### src/rtl/pipeline_hazard_ctrl_pkg.sv
// pipeline_hazard_ctrl_pkg: hazard sequencer state encoding and register-file constants
package pipeline_hazard_ctrl_pkg;
  typedef enum logic [1:0] {RUN = 2'd0, MEM_WAIT = 2'd1, HALT = 2'd2} state_t;
  localparam logic [4:0] REG_ZERO = 5'd0;
endpackage

### src/rtl/pipeline_hazard_ctrl_sat_counter.sv
// sat_counter: W-bit up counter, inc_i adds one, holds at all-ones, rst_i clears (sync, active-high)
module sat_counter #(
  parameter int W = 16
) (
  input  logic         clk_i,
  input  logic         rst_i,
  input  logic         inc_i,
  output logic [W-1:0] cnt_o
);
  always_ff @(posedge clk_i) cnt_o <= rst_i ? '0 : (inc_i & ~&cnt_o) ? cnt_o + 1'b1 : cnt_o;
endmodule

### src/rtl/pipeline_hazard_ctrl.sv
// pipeline_hazard_ctrl: load-use bubble, branch flush, dmem-wait freeze with timeout halt, stall/flush perf counters
module pipeline_hazard_ctrl
  import pipeline_hazard_ctrl_pkg::*;
#(
  parameter int MEM_TIMEOUT = 64,
  parameter int WAIT_W      = 8,
  parameter int CNT_W       = 16
) (
  input  logic             clk_i,
  input  logic             rst_i,
  input  logic [4:0]       IF_ID_RSaddr_i,
  input  logic [4:0]       IF_ID_RTaddr_i,
  input  logic             ID_EX_MemRead_i,
  input  logic [4:0]       ID_EX_RTaddr_i,
  input  logic             branch_taken_i,
  input  logic             dmem_req_i,
  input  logic             dmem_ack_i,
  output logic             PC_write_o,
  output logic             IF_ID_write_o,
  output logic             ID_EX_bubble_o,
  output logic             IF_ID_flush_o,
  output logic             pipe_stall_o,
  output logic             error_o,
  output logic [CNT_W-1:0] stall_cnt_o,
  output logic [CNT_W-1:0] flush_cnt_o
);
  state_t state, state_n;
  logic [WAIT_W-1:0] wcnt, wcnt_n;
  logic err_n, memstall, loaduse, timeout, active, frozen;
  assign memstall = dmem_req_i & ~dmem_ack_i;
  assign loaduse = ID_EX_MemRead_i & (ID_EX_RTaddr_i != REG_ZERO) &
                   (ID_EX_RTaddr_i == IF_ID_RSaddr_i | ID_EX_RTaddr_i == IF_ID_RTaddr_i);
  assign timeout = wcnt == WAIT_W'(MEM_TIMEOUT - 1);
  always_ff @(posedge clk_i) begin
    state   <= rst_i ? RUN : state_n;
    wcnt    <= rst_i ? '0 : wcnt_n;
    error_o <= rst_i ? 1'b0 : err_n;
  end
  always_comb begin
    state_n = state == RUN ? (memstall ? MEM_WAIT : RUN) :
              state == MEM_WAIT ? (dmem_ack_i ? RUN : timeout ? HALT : MEM_WAIT) : HALT;
    wcnt_n = state == RUN ? WAIT_W'(memstall) :
             state == MEM_WAIT ? (dmem_ack_i ? '0 : timeout ? wcnt : wcnt + 1'b1) : wcnt;
    err_n = error_o | (state == MEM_WAIT & ~dmem_ack_i & timeout);
  end
  // The ack cycle of MEM_WAIT behaves like RUN, so load-use and branch rules apply there too.
  always_comb begin
    active = ~rst_i & (state == RUN | state == MEM_WAIT & dmem_ack_i);
    frozen = ~rst_i & (state == HALT | state == MEM_WAIT & ~dmem_ack_i | state == RUN & memstall);
    ID_EX_bubble_o = active & ~memstall & loaduse;
    IF_ID_flush_o = active & ~memstall & ~loaduse & branch_taken_i;
    pipe_stall_o = frozen;
    PC_write_o = ~frozen & ~ID_EX_bubble_o;
    IF_ID_write_o = PC_write_o;
  end
  sat_counter #(.W(CNT_W)) u_stall_cnt (
    .clk_i(clk_i), .rst_i(rst_i), .inc_i(~PC_write_o), .cnt_o(stall_cnt_o)
  );
  sat_counter #(.W(CNT_W)) u_flush_cnt (
    .clk_i(clk_i), .rst_i(rst_i), .inc_i(IF_ID_flush_o), .cnt_o(flush_cnt_o)
  );
endmodule

### config.mk
export PLATFORM = sky130hd
export DESIGN_NAME = pipeline_hazard_ctrl
export DESIGN_NICKNAME = d
export VERILOG_FILES = /design/src/rtl/pipeline_hazard_ctrl_pkg.sv /design/src/rtl/pipeline_hazard_ctrl_sat_counter.sv /design/src/rtl/pipeline_hazard_ctrl.sv
export SDC_FILE = /design/constraint.sdc
export NUM_CORES = 1
export LEC_CHECK = 0
export ABC_AREA = 1
export BUFFER_PORTS_ARGS = -buffer_cell sky130_fd_sc_hd__buf_4
export CAP_MARGIN = 20
export CORE_AREA = 8 8 110 72
export DETAILED_ROUTE_END_ITERATION = 8
export DIE_AREA = 0 0 118 80
export PLACE_DENSITY = 0.7
export RECOVER_POWER = 25
export SETUP_SLACK_MARGIN = 0.05
export SLEW_MARGIN = 20
export SYNTH_ARGS = -nofsm -noshare
export SYNTH_HDL_FRONTEND = slang
export SYNTH_SLANG_ARGS = --single-unit
### constraint.sdc
create_clock -name clk_i -period 2.1 [get_ports clk_i]
set_input_delay 0.21 -clock clk_i [delete_from_list [all_inputs] [get_ports clk_i]]
set_output_delay 0.21 -clock clk_i [all_outputs]
set_load 0.05 [all_outputs]
Word level (Yosys, flattened, before mapping)
Cells that the tools add are included.
Word-level totals
  register bits after elaboration: 43
  input bits: 21
  output and inout port bits: 38
Operators by class
  $add $sub $neg: 3
  eq/ne operators: 7
  multiplexer cells: 9
  bitwise gates (word level): 28
  reduce and logical (&&, ||, !) cells: 10
Operators by type and width (number)
  $add A16 B1 Y16 const B: 2
  $reduce_and A16 Y1: 2
  $and A1 B1 Y1: 16
  $mux W8: 2
  $eq A5 B5 Y1: 2
  $add A8 B1 Y8 const B: 1
  $eq A8 B6 Y1 const B: 1
  $mux W2: 4
  $not A1 Y1: 7
  $or A1 B1 Y1: 5
  $reduce_bool A5 Y1: 1
  $reduce_and A2 Y1: 2
  $mux W1: 3
  $ne A3 B2 Y1 const B: 1
  $eq A2 B1 Y1 const B: 1
  $eq A2 B2 Y1 const B: 1
  $logic_not A1 Y1: 2
  $logic_not A2 Y1: 1
  $ne A2 B2 Y1 const B: 1
  $reduce_bool A2 Y1: 1
  $reduce_or A2 Y1: 1

Depth between registers and ports, before layout
Gate-level depths: netlist of run 1.
  word-level depth: 10
  gate-level depth with buffers: 13
  gate-level depth less buffers: 13

Cells and area by module
Synthesis of run 1 repeated with hierarchy kept, for this count alone.
Unflattened totals
  cell total of the unflattened synthesis: 437
  area total of the unflattened synthesis: 2803.9 µm²
By module, submodules not included
  sat_counter: times used 2, cells an instance 146, area each 978.4 µm², seq. area each 320.3 µm²
  pipeline_hazard_ctrl: times used 1, cells an instance 145, area each 847.1 µm², seq. area each 220.2 µm²

Worst setup path after synthesis of run 1
No wires, ideal clock.
  path kind: reg-to-reg
  from: register u_stall_cnt.cnt_o[0]
  to: register u_stall_cnt.cnt_o[7]
  library setup time: 0.117 ns
  arrival time: 1.848 ns
  required time: 1.983 ns
  setup slack: 0.135 ns
  stages on the path, launching flop included: 11
  path buffers: 0
  cells stage by stage: dfxtp_1 > ha_1 > nand3_1 > nor2_2 > inv_1 > nor2_2 > nand3_4 > nand2_1 > nor2_1 > a21oi_1 > nor2_1
Between the ends
  longest elaborated chain between the ends: 3
  elaborated cells on any way between the ends: 4
  those cells by class: 1 x add/sub; 1 x bitwise; 2 x reduce/logical
Ends and longest elaborated chain
  from (decl): RTL line pipeline_hazard_ctrl_sat_counter.sv:8  | output logic [W-1:0] cnt_o
  from (signal assigned): RTL line pipeline_hazard_ctrl_sat_counter.sv:10  | always_ff @(posedge clk_i) cnt_o <= rst_i ? '0 : (inc_i & ~&cnt_o) ? cnt_o + 1'b1 : cnt_o;
  parallel branches: the longest is 3 deep, another holds $add A16 B1 Y16
Parallel ways; which one is timed is not known.
A chain may end at the register's enable or synchronous reset.

Worst setup path after layout of run 1
  from: register state[0]
  to: output IF_ID_flush_o
Between the ends
  longest elaborated chain between the ends: 7
  elaborated cells on any way between the ends: 8
  those cells by class: 1 x eq/ne; 6 x bitwise; 1 x reduce/logical
Ends and longest elaborated chain
  from (decl): RTL line pipeline_hazard_ctrl.sv:27  | state_t state, state_n;
  from (signal assigned): RTL line pipeline_hazard_ctrl.sv:35  | state <= rst_i ? RUN : state_n;
  $eq A2 B1 Y1: RTL line pipeline_hazard_ctrl.sv:48  | active = ~rst_i & (state == RUN | state == MEM_WAIT & dmem_ack_i);
  $and A1 B1 Y1: RTL line pipeline_hazard_ctrl.sv:48
  $or A1 B1 Y1 *: RTL line pipeline_hazard_ctrl.sv:48
  $and A1 B1 Y1 *: RTL line pipeline_hazard_ctrl.sv:48
  $and A1 B1 Y1 * (3 in series): RTL line pipeline_hazard_ctrl.sv:51  | IF_ID_flush_o = active & ~memstall & ~loaduse & branch_taken_i;
  to (decl): RTL line pipeline_hazard_ctrl.sv:21  | output logic IF_ID_flush_o,
Every way passes the cells marked *; elsewhere a longest branch is shown, timed or not.

==> impl_metrics.yaml, run 1 <==
status:
  run_status: "completed"
worst_setup_path:
  crit-reg2reg-launch: "u_stall_cnt.cnt_o[1]"
  reg2reg_slack_ps: 290
  path_max_fanout: 14
  timing.critical_path.to: "IF_ID_flush_o"
  reg2regPathDepth: 10
  critical_path_required_ps: 1890
  critPathCaptureType: "output pin"
  setup.worst_path.start_class: "flip-flop"
  arrival_ps: 1710
  timing.critical_path.slowest_stage_cell: "sky130_fd_sc_hd__dfxtp_2"
  timing.critical_path.from: "state[0]"
  r2r-end: "u_stall_cnt.cnt_o[7]"
  timing.setup.critical_path_class: "flip-flop to output pin"
  ordered_list_of_cells_on_the_worst_path: "inv_1 -> or2_4 -> and3_1 -> and2_4 -> nand2_4 -> inv_4 -> buf_4"
  cpPeakStageDelay_ps: 340
timing:
  timing_max_transition_violations_final: 0
  final.setup_skew_ps: 13.7
  finalCriticalPeriod_ps: 1920
  layout_worst_path_cycle_share: 0.916
  maxSlewHeadroom: 0.589
  worst_pin_slew_ps: 619
  setup_viol: 0
  timing.setup.tns_ps: 0
  rsz_0062_raised_after_global_routing: "false"
  post-route-worst-setup-slack_ps: 177
  report.final.hold_viol_count: 0
  max_freq_mhz: 520
power:
  power.clock.fraction: 0.333
  swShare: 0.277
  pwr_density_cell_nw_per_um2: 496
  power.net_switching_uw: 446
  seq_power_share: 0.518
  comb_power_share: 0.149
  cellLeakagePower_uw: 0.00136
  cellInternalPower_uw: 1170
  maximum_resistive_drop_on_vdd_uv: 276
floorplan:
  die_height_um: 80
  die_area_um2: 9440
  floorplan.rows: 23
  die-width_um: 118
  core_region_area_um2: 6360
  boundaryPins: 59
  starting_density_of_the_core: 0.432
layout:
  insertedDiodeCount: 0
  final_design_area_no_fill_um2: 3260
  nets_finish: 500
  areaGrowthSynthToFinish_pct: 18.5
  drive_above_1_share: 0.210
grt:
  grt.total_usage: 0.146
  grt_pass1_wl_um: 11700
  number_of_global_route_vias_before_repair: 2553
  grt_max_degree: 30
  antenna_found_initial: 0
  overflow: 0
yosys:
  post_synth_instance_area_um2: 2750
  yosysWarnings: 0
  synth_nets: 441
  synth_seq_area_share: 0.313
  synth_async_sr_flop_share: 0
  netlist-cell-type-count: 39
  synth.ff_latch_count: 43
  synth_cells: 417
  synth-edff-count: 0
  postSynthAreaPerCell_um2: 6.59
  postSynth.topFlopCell: "sky130_fd_sc_hd__dfxtp_1"
clock_network:
  cts-root-to-sink-buffers: 2
  clock-sinks: 43
  cts_inserted_buffers: 5
  ctsRootBufferMaster: "sky130_fd_sc_hd__clkbuf_8"
  cts_hold_repair.buffers: 0
  clk_latency_worst_skew_pair_ps: 300
  tritoncts_clock_tree: "built"
  htreeDepth: 2
  clk_transition_reported_paths_ps: 90
drt:
  drt-vias-per-instance: 4.74
  route.vias.total: 2671
  remaining_drc_errors: 0
  finalWirelength_um: 6650
  drt.antenna.violating_nets: 0
  avgRoutedWirePerCell_um: 11.8
  drtPass1Iterations: 4
  detailed_route_iter0_violations: 177
hold_path:
  min_path_type: "primary input to flip-flop"
placed_design:
  place_congestion: 0.845
  dp_slack_ps: 293
  post_dp_cell_area_um2: 3240
  number_of_buffers_inserted_by_port_buffering: 58
  hpwl_um: 5160
run:
  maxCapViolations: 0
==> kinds of logic (layout without fill, tap and decap cells) <==
family / count (synthesis) / count (layout) / share of synthesized area
AO/OA/AOI/OAI: 45 / 45 / 0.103
flip-flops: 43 / 43 / 0.313
XOR/XNOR: 12 / 12 / 0.0383
buffers and inverters: 67 / 126 / 0.107
adder cells (fa/ha/maj): 3 / 3 / 0.0137
AND/OR/NAND/NOR: 247 / 247 / 0.424
==> cell usage after synthesis, drive strengths merged (3+ instances only) <==
| master | number | share of area |
|---|---|---|
| xnor2 | 5 | 0.016 |
| nand3 | 41 | 0.10 |
| nor3 | 5 | 0.0091 |
| o21ai | 7 | 0.014 |
| nand2 | 108 | 0.16 |
| a21oi | 28 | 0.063 |
| ha | 3 | 0.014 |
| nor2 | 77 | 0.12 |
| inv | 58 | 0.080 |
| dfxtp | 43 | 0.31 |
| buf | 8 | 0.025 |
| xor2 | 7 | 0.022 |
| nand4 | 7 | 0.016 |
| nand3b | 3 | 0.0082 |
| o21bai | 4 | 0.011 |
==> flip-flops by register name, indices dropped and copies added, names as in the netlist <==
register,count
u_stall_cnt.cnt_o,16
u_flush_cnt.cnt_o,16
state,2
wcnt,8
error_o,1
==> per-layer routing <==
metal / GRT usage / vias to the layer above / wire, µm
met5: 0 / - / 0
met4: 0.0305 / 0 / 27
met3: 0.0374 / 2 / 331
met2: 0.235 / 42 / 2860
met1: 0.194 / 1187 / 3430
li1: - / 1440 / -
==> how the worst min path moves through the flow <==
stage / cells after the start / endpoint / slack, ps / from
finish: 2 / u_flush_cnt.cnt_o[1] / 240 / rst_i
global route: 2 / u_flush_cnt.cnt_o[15] / 240 / rst_i
CTS: 2 / u_flush_cnt.cnt_o[6] / 230 / rst_i
detailed placement: 1 / error_o / 460 / error_o
global placement: 1 / error_o / 450 / error_o
floorplan: 1 / u_flush_cnt.cnt_o[0] / 270 / rst_i
==> repair_timing <==
action,4_1_cts,5_1_grt
gates resized for setup,0,2
hold endpoints to repair,0,0
buffers inserted,0,0
setup endpoints to repair,0,2
==> worst max-delay path: cells and delay by family, from the launching register on <==
kind	cells	cell delay (ps)
buffers and inverters	3	370
DFF	1	340
and+or+nand+nor	4	700
==> power by group through the flow <==
stage	sequential [µW]	combinational [µW]	clock [µW]
6_report	835	241	538
3_5_place_dp	854	245	0
3_3_place_gp	854	242	0
5_1_grt	838	269	596
2_1_floorplan	872	152	0
4_1_cts	835	245	562
==> cells in the final DEF (no fill, tap or decap), drive strengths merged <==
cell	synthesis	layout
nor3	5	5
o22ai	2	2
dfxtp	43	43
clkbuf	1	26
nand3b	3	3
o21a	1	1
nor4	2	2
clkinv	0	1
a31oi	1	1
ha	3	3
inv	58	58
nand3	41	41
and2	1	1
a21oi	28	28
buf	8	41
nand4	7	7
nand2	108	108
and3	1	1
xor2	7	7
o21bai	4	4
o31ai	2	2
nor2	77	77
or2	2	2
xnor2	5	5
o21ai	7	7
==> through the flow <==
step           hold slack (ps)  total power (µW)  instances  utilization
2_1_floorplan              272              1020        417            -
3_3_place_gp               450              1100        556        0.510
3_5_place_dp               456              1100        556        0.510
4_1_cts                    234              1640        563        0.523
5_1_grt                    242              1700        563        0.512
6_report                   244              1610        563        0.512
==> final cells by class <==
type | count | area (µm²)
fill | 669 | 3100
multi-input combinational | 307 | 1590
sequential | 43 | 863
timing repair buffer | 61 | 383
inverter | 58 | 220
tap | 87 | 109
clock buffer | 6 | 82.6
clock inverter | 1 | 5.00
(Power assumes the default switching activity.)
==> inputs of run 2 (changes only) <==
- CORE_AREA: 8 8 110 72 -> 8 8 101 66
- DIE_AREA: 0 0 118 80 -> 0 0 109 74
- PLACE_DENSITY: 0.7 -> 0.82
==> run 2 against run 1 <==
  * Combinational power about the same
  * Highest routed layer unchanged
  * Clock-buffer cell count increased by 1
  * Critical path type unchanged
  * Register-to-register slack lost 20 ps
  * Wire length is 3.1% higher
  * Maximum frequency down 1.8%
  * Critical endpoint unchanged
  * Largest power group unchanged
  * Flip-flop and latch count unchanged
  * Clock power rose by 11%
  * Clock skew decreased by 2.1 ps
  * Global-route usage grew 2.6 points
  * Worst setup slack got worse by 35 ps
  * Critical path depth did not move
  * Non-clock buffer count shrank 1
==> impl_metrics.yaml, run 2 (synthesis gave the netlist of run 1 again) <==
layout:
  areaGrowthSynthToFinish_pct: 18.1
  layout.cells.most_common_list: "sky130_fd_sc_hd__nand2_1, sky130_fd_sc_hd__nor2_1, sky130_fd_sc_hd__inv_1, sky130_fd_sc_hd__dfxtp_1, sky130_fd_sc_hd__buf_4"
  drive_above_1_share: 0.212
  insertedDiodeCount: 0
  postLayoutCoreUtil: 0.614
  top_regs: "u_flush_cnt.cnt_o (16), u_stall_cnt.cnt_o (16), wcnt (8)"
  multiInputGateArea_um2: 1600
  nets_finish: 499
  count_of_fill_cells_added_during_filler_insertion: 529
  final-seq-area_um2: 863
  layout_commonest_cell: "sky130_fd_sc_hd__nand2_1"
floorplan:
  starting_density_of_the_core: 0.520
  die-width_um: 109
  die_height_um: 74
  die_area_um2: 8070
  floorplan.rows: 21
  boundaryPins: 59
  core_region_area_um2: 5280
timing:
  layout_worst_path_cycle_share: 0.932
  final.setup_skew_ps: 11.6
  maxSlewHeadroom: 0.586
  finalCriticalPeriod_ps: 1960
  setup_viol: 0
  post-route-worst-setup-slack_ps: 142
  report.final.hold_viol_count: 0
  max_freq_mhz: 511
  timing.setup.tns_ps: 0
  rsz_0062_raised_after_global_routing: "false"
  timing_max_transition_violations_final: 0
  worst_pin_slew_ps: 624
clock_network:
  clk_transition_reported_paths_ps: 80
  clk_latency_worst_skew_pair_ps: 300
  cts-root-to-sink-buffers: 2
  htreeDepth: 2
  cts_hold_repair.buffers: 0
  tritoncts_clock_tree: "built"
  clock-sinks: 43
  cts_inserted_buffers: 5
  ctsRootBufferMaster: "sky130_fd_sc_hd__clkbuf_8"
grt:
  grt_pass1_wl_um: 11300
  antenna_found_initial: 0
  number_of_global_route_vias_before_repair: 2493
  grt.total_usage: 0.173
  overflow: 0
  grt_max_degree: 30
run:
  maxCapViolations: 0
worst_setup_path:
  arrival_ps: 1750
  critical_path_required_ps: 1890
  critPathCaptureType: "output pin"
  setup.worst_path.start_class: "flip-flop"
  timing.setup.critical_path_class: "flip-flop to output pin"
  path_max_fanout: 14
power:
  cellLeakagePower_uw: 0.00136
  maximum_resistive_drop_on_vdd_uv: 341
  pwr_density_cell_nw_per_um2: 516
drt:
  remaining_drc_errors: 0
  avgRoutedWirePerCell_um: 12.6
  drtPass1Iterations: 5
  detailed_route_iter0_violations: 160
  finalWirelength_um: 6860
  drt-vias-per-instance: 5.10
  route.vias.total: 2779
  drt.antenna.violating_nets: 0
placed_design:
  place_congestion: 0.877
  dp_slack_ps: 234
  number_of_buffers_inserted_by_port_buffering: 58
  hpwl_um: 5360
status:
  run_status: "completed"
hold_path:
  min_path_type: "primary input to flip-flop"
-- run 2: timing repair --
item / CTS / global route
buffers inserted: 0 / 0
endpoints found under the hold margin: 0 / 0
resized for setup: 0 / 3
setup endpoints to repair: 0 / 4
-- run 2: area by class of cell --
class,instances,share of cell area
timing repair buffer,60,0.116
sequential,43,0.266
inverter,58,0.0679
clock inverter,1,0.00231
multi-input combinational,307,0.492
tap,69,0.0266
clock buffer,7,0.0297
-- run 2: routing by layer --
metal  track usage  up-vias  wire length (µm)
met4        0.0498        0                80
met3        0.0484       10               518
li1              -     1437                 -
met2         0.274       91              3020
met5             0        -                 0
met1         0.224     1241              3240
-- run 2: power breakdown --
part           internal (µW)  switching, µW
sequential               825           12.4
clock                    299            297
combinational           82.9            158
total                   1210            467
-- run 2: final timing paths --
kind	from	end	slack (ps)	depth (start not counted)
worst max-delay path	state[0]	IF_ID_flush_o	140	7
worst min-delay path	rst_i	u_flush_cnt.cnt_o[9]	240	2
worst max register to register	u_flush_cnt.cnt_o[0]	u_flush_cnt.cnt_o[6]	270	9
worst min register to register	wcnt[3]	wcnt[3]	470	2
-- run 2: metrics by stage --
step | hold WS (ps) | cells | instance area (µm²) | power [µW]
floorplan | 272 | 417 | 2750 | 1020
global placement | 448 | 537 | 3210 | 1090
detailed placement | 460 | 537 | 3210 | 1100
CTS | 223 | 545 | 3310 | 1690
global route | 244 | 545 | 3240 | 1750
finish | 236 | 545 | 3240 | 1680
-- run 2: critical path, cell delays in order (launching register included) --
cell and delay, ps:
sky130_fd_sc_hd__dfxtp_1 360, sky130_fd_sc_hd__inv_1 70, sky130_fd_sc_hd__or2_4 240, sky130_fd_sc_hd__and3_1 180, sky130_fd_sc_hd__and2_4 160, sky130_fd_sc_hd__nand2_4 120
sky130_fd_sc_hd__inv_4 110, sky130_fd_sc_hd__buf_4 210
==> inputs of run 3 (changes only) <==
- CORE_AREA: 8 8 101 66 -> 8 8 102 67
- DIE_AREA: 0 0 109 74 -> 0 0 110 75
- PLACE_DENSITY: 0.82 -> 0.81
- SYNTH_HIERARCHICAL: not set -> 1
==> run 3 against run 2 <==
  * Register-to-register slack got worse by 60 ps
  * Utilization increased by 1.9 points
  * Critical path type is now flip-flop to flip-flop
  * Die area increased by 2.3%
==> impl_metrics.yaml, run 3 <==
yosys:
  synth_async_sr_flop_share: 0
  synth_simple_gate_area_frac: 0.479
  synth_nets: 461
  synthMostInstantiatedCell: "sky130_fd_sc_hd__nand2_1"
  combinational_family_with_the_most_area_after_synthesis: "simple AND/OR/NAND/NOR gates"
  post_synth_xor_area_fraction: 0.00625
  commonest_cells_in_the_synthesized_netlist: "sky130_fd_sc_hd__nand2_1, sky130_fd_sc_hd__nor2_1, sky130_fd_sc_hd__inv_1"
  synth_compound_gate_area_share: 0.0959
  synth_top_cell_by_area: "sky130_fd_sc_hd__dfxtp_1"
  synth-edff-count: 0
  postSynth.topFlopCell: "sky130_fd_sc_hd__dfxtp_1"
  synth.ff_latch_count: 43
  synth.top_cells.by_area: "sky130_fd_sc_hd__dfxtp_1, sky130_fd_sc_hd__nand2_1, sky130_fd_sc_hd__nor2_1"
  synth_seq_area_share: 0.307
  synthAdderAreaFrac: 0.0134
  synthMuxAreaShare: 0
  post_synth_instance_area_um2: 2800
  synth.top_cell.area_share: 0.307
  postSynthAreaPerCell_um2: 6.42
  netlist-cell-type-count: 31
  yosysWarnings: 6
  synth_cells: 437
timing:
  final.hold.worst_slack_ps: 144
  report.final.hold_viol_count: 0
  final.setup_skew_ps: 10.1
  finalCriticalPeriod_ps: 1890
  setup_viol: 0
  timing.setup.tns_ps: 0
  post-route-worst-setup-slack_ps: 211
  worst_pin_slew_ps: 619
  maxSlewHeadroom: 0.589
  timing_max_transition_violations_final: 0
  max_freq_mhz: 529
  layout_worst_path_cycle_share: 0.900
  rsz_0062_raised_after_global_routing: "false"
clock_network:
  cts_hold_repair.buffers: 0
  clock-sinks: 43
  htreeDepth: 2
  cts_inserted_buffers: 5
  clk_transition_reported_paths_ps: 80
  clk_latency_worst_skew_pair_ps: 300
  tritoncts_clock_tree: "built"
  post_cts_resize_count: 0
  ctsRootBufferMaster: "sky130_fd_sc_hd__clkbuf_8"
  post-cts-setup-buffers: 0
  cts-root-to-sink-buffers: 2
floorplan:
  die-width_um: 110
  floorplan.rows: 21
  die_area_um2: 8250
  core_region_area_um2: 5330
  die_height_um: 75
  starting_density_of_the_core: 0.526
  boundaryPins: 59
worst_setup_path:
  critPathCaptureType: "flip-flop"
  path_max_fanout: 4
  setup.worst_path.start_class: "flip-flop"
  timing.setup.critical_path_class: "flip-flop to flip-flop"
  critical_path_required_ps: 2290
  arrival_ps: 2080
power:
  pwr_density_cell_nw_per_um2: 545
  cellLeakagePower_uw: 0.00148
  maximum_resistive_drop_on_vdd_uv: 447
status:
  run_status: "completed"
grt:
  grt_max_degree: 16
  grt.total_usage: 0.186
  number_of_global_route_vias_before_repair: 2611
  antenna_found_initial: 0
  grt_pass1_wl_um: 12300
  overflow: 0
hold_path:
  min_path_type: "primary input to flip-flop"
layout:
  insertedDiodeCount: 0
  areaGrowthSynthToFinish_pct: 20.5
  top_regs: "u_flush_cnt/cnt_o (16), u_stall_cnt/cnt_o (16), wcnt (8)"
  drive_above_1_share: 0.215
  postLayoutCoreUtil: 0.634
  layout_commonest_cell: "sky130_fd_sc_hd__nand2_1"
  nets_finish: 525
  layout.cells.most_common_list: "sky130_fd_sc_hd__nand2_1, sky130_fd_sc_hd__nor2_1, sky130_fd_sc_hd__inv_1, sky130_fd_sc_hd__dfxtp_1, sky130_fd_sc_hd__buf_4"
drt:
  route.vias.total: 3001
  finalWirelength_um: 7540
  avgRoutedWirePerCell_um: 13.2
  drt-vias-per-instance: 5.26
  remaining_drc_errors: 0
  drt.antenna.violating_nets: 0
  detailed_route_iter0_violations: 266
  drtPass1Iterations: 5
placed_design:
  dp_slack_ps: 236
  number_of_buffers_inserted_by_port_buffering: 58
  place_congestion: 0.931
  hpwl_um: 5810
run:
  maxCapViolations: 0
run 3: cell types whose count changed in the layout (fill, tap and decap cells not counted), sizes merged, moves of 3 or more:
cell    previous run  this run
nor2              77        98
nand3             41        44
a21oi             28        25
xor2               7         0
nand2            108       118
nand4              7        10
nor3               5         1
o21ai              7        22
o21bai             4         0
xnor2              5         2
run 3: cells by family (layout without fill, tap and decap cells):
logic type | Yosys count | in the layout
buffers and inverters | 66 | 131
AO/OA/AOI/OAI | 48 | 48
XOR/XNOR | 2 | 2
adder cells (fa/ha/maj) | 3 | 3
AND/OR/NAND/NOR | 275 | 275
flip-flops | 43 | 43
run 3: area by class of cell:
type	count	area, µm²
Fill cell	532	1950
Multi-Input combinational cell	328	1680
Sequential cell	43	861
Timing Repair Buffer	62	390
Inverter	61	230
Tap cell	69	86.3
Clock buffer	6	72.6
Clock inverter	2	60.1
run 3: path summary, 6_finish.rpt:
path                                from                     to  slack [ps]  depth (start not counted)
worst min-delay path               rst_i  u_stall_cnt/cnt_o[11]         140                          2
worst max-delay path            state[1]  u_stall_cnt/cnt_o[14]         210                         12
worst max register to register  state[1]  u_stall_cnt/cnt_o[14]         210                         12
worst min register to register   wcnt[1]                wcnt[1]         480                          2
run 3: per-stage QoR:
stage | instance area [µm²] | power (µW) | std cells
final | 3380 | 1840 | 571
after global routing | 3380 | 1910 | 571
after CTS | 3450 | 1860 | 571
after detailed placement | 3320 | 1100 | 563
after global placement | 3320 | 1090 | 563
after floorplan | 2820 | 1010 | 437
run 3: layer usage:
metal  track usage  vias to the layer above  share of wire
li1              -                     1509              -
met4        0.0372                        0          0.011
met1         0.263                     1371           0.49
met5             0                        -              0
met3        0.0453                        9          0.087
met2         0.278                      112           0.41
run 3: power by group:
| part | switching, µW | leakage, µW | internal (µW) |
|---|---|---|---|
| clock | 289 | 0.0000654 | 476 |
| combinational | 157 | 0.00107 | 81.4 |
| sequential | 14.5 | 0.000347 | 826 |
run 3: critical path: stages, from the launching register on:
cell and delay [ps]:
sky130_fd_sc_hd__dfxtp_1 350, sky130_fd_sc_hd__nor2_1 230, sky130_fd_sc_hd__nand2_1 120, sky130_fd_sc_hd__nand2_1 90, sky130_fd_sc_hd__nand2_1 60, sky130_fd_sc_hd__nand2_1 130, sky130_fd_sc_hd__inv_2 90, sky130_fd_sc_hd__nor2_4 150
sky130_fd_sc_hd__nand2_1 130, sky130_fd_sc_hd__nor2_1 210, sky130_fd_sc_hd__nand3_1 110, sky130_fd_sc_hd__nand2_1 70, sky130_fd_sc_hd__nor2_1 40
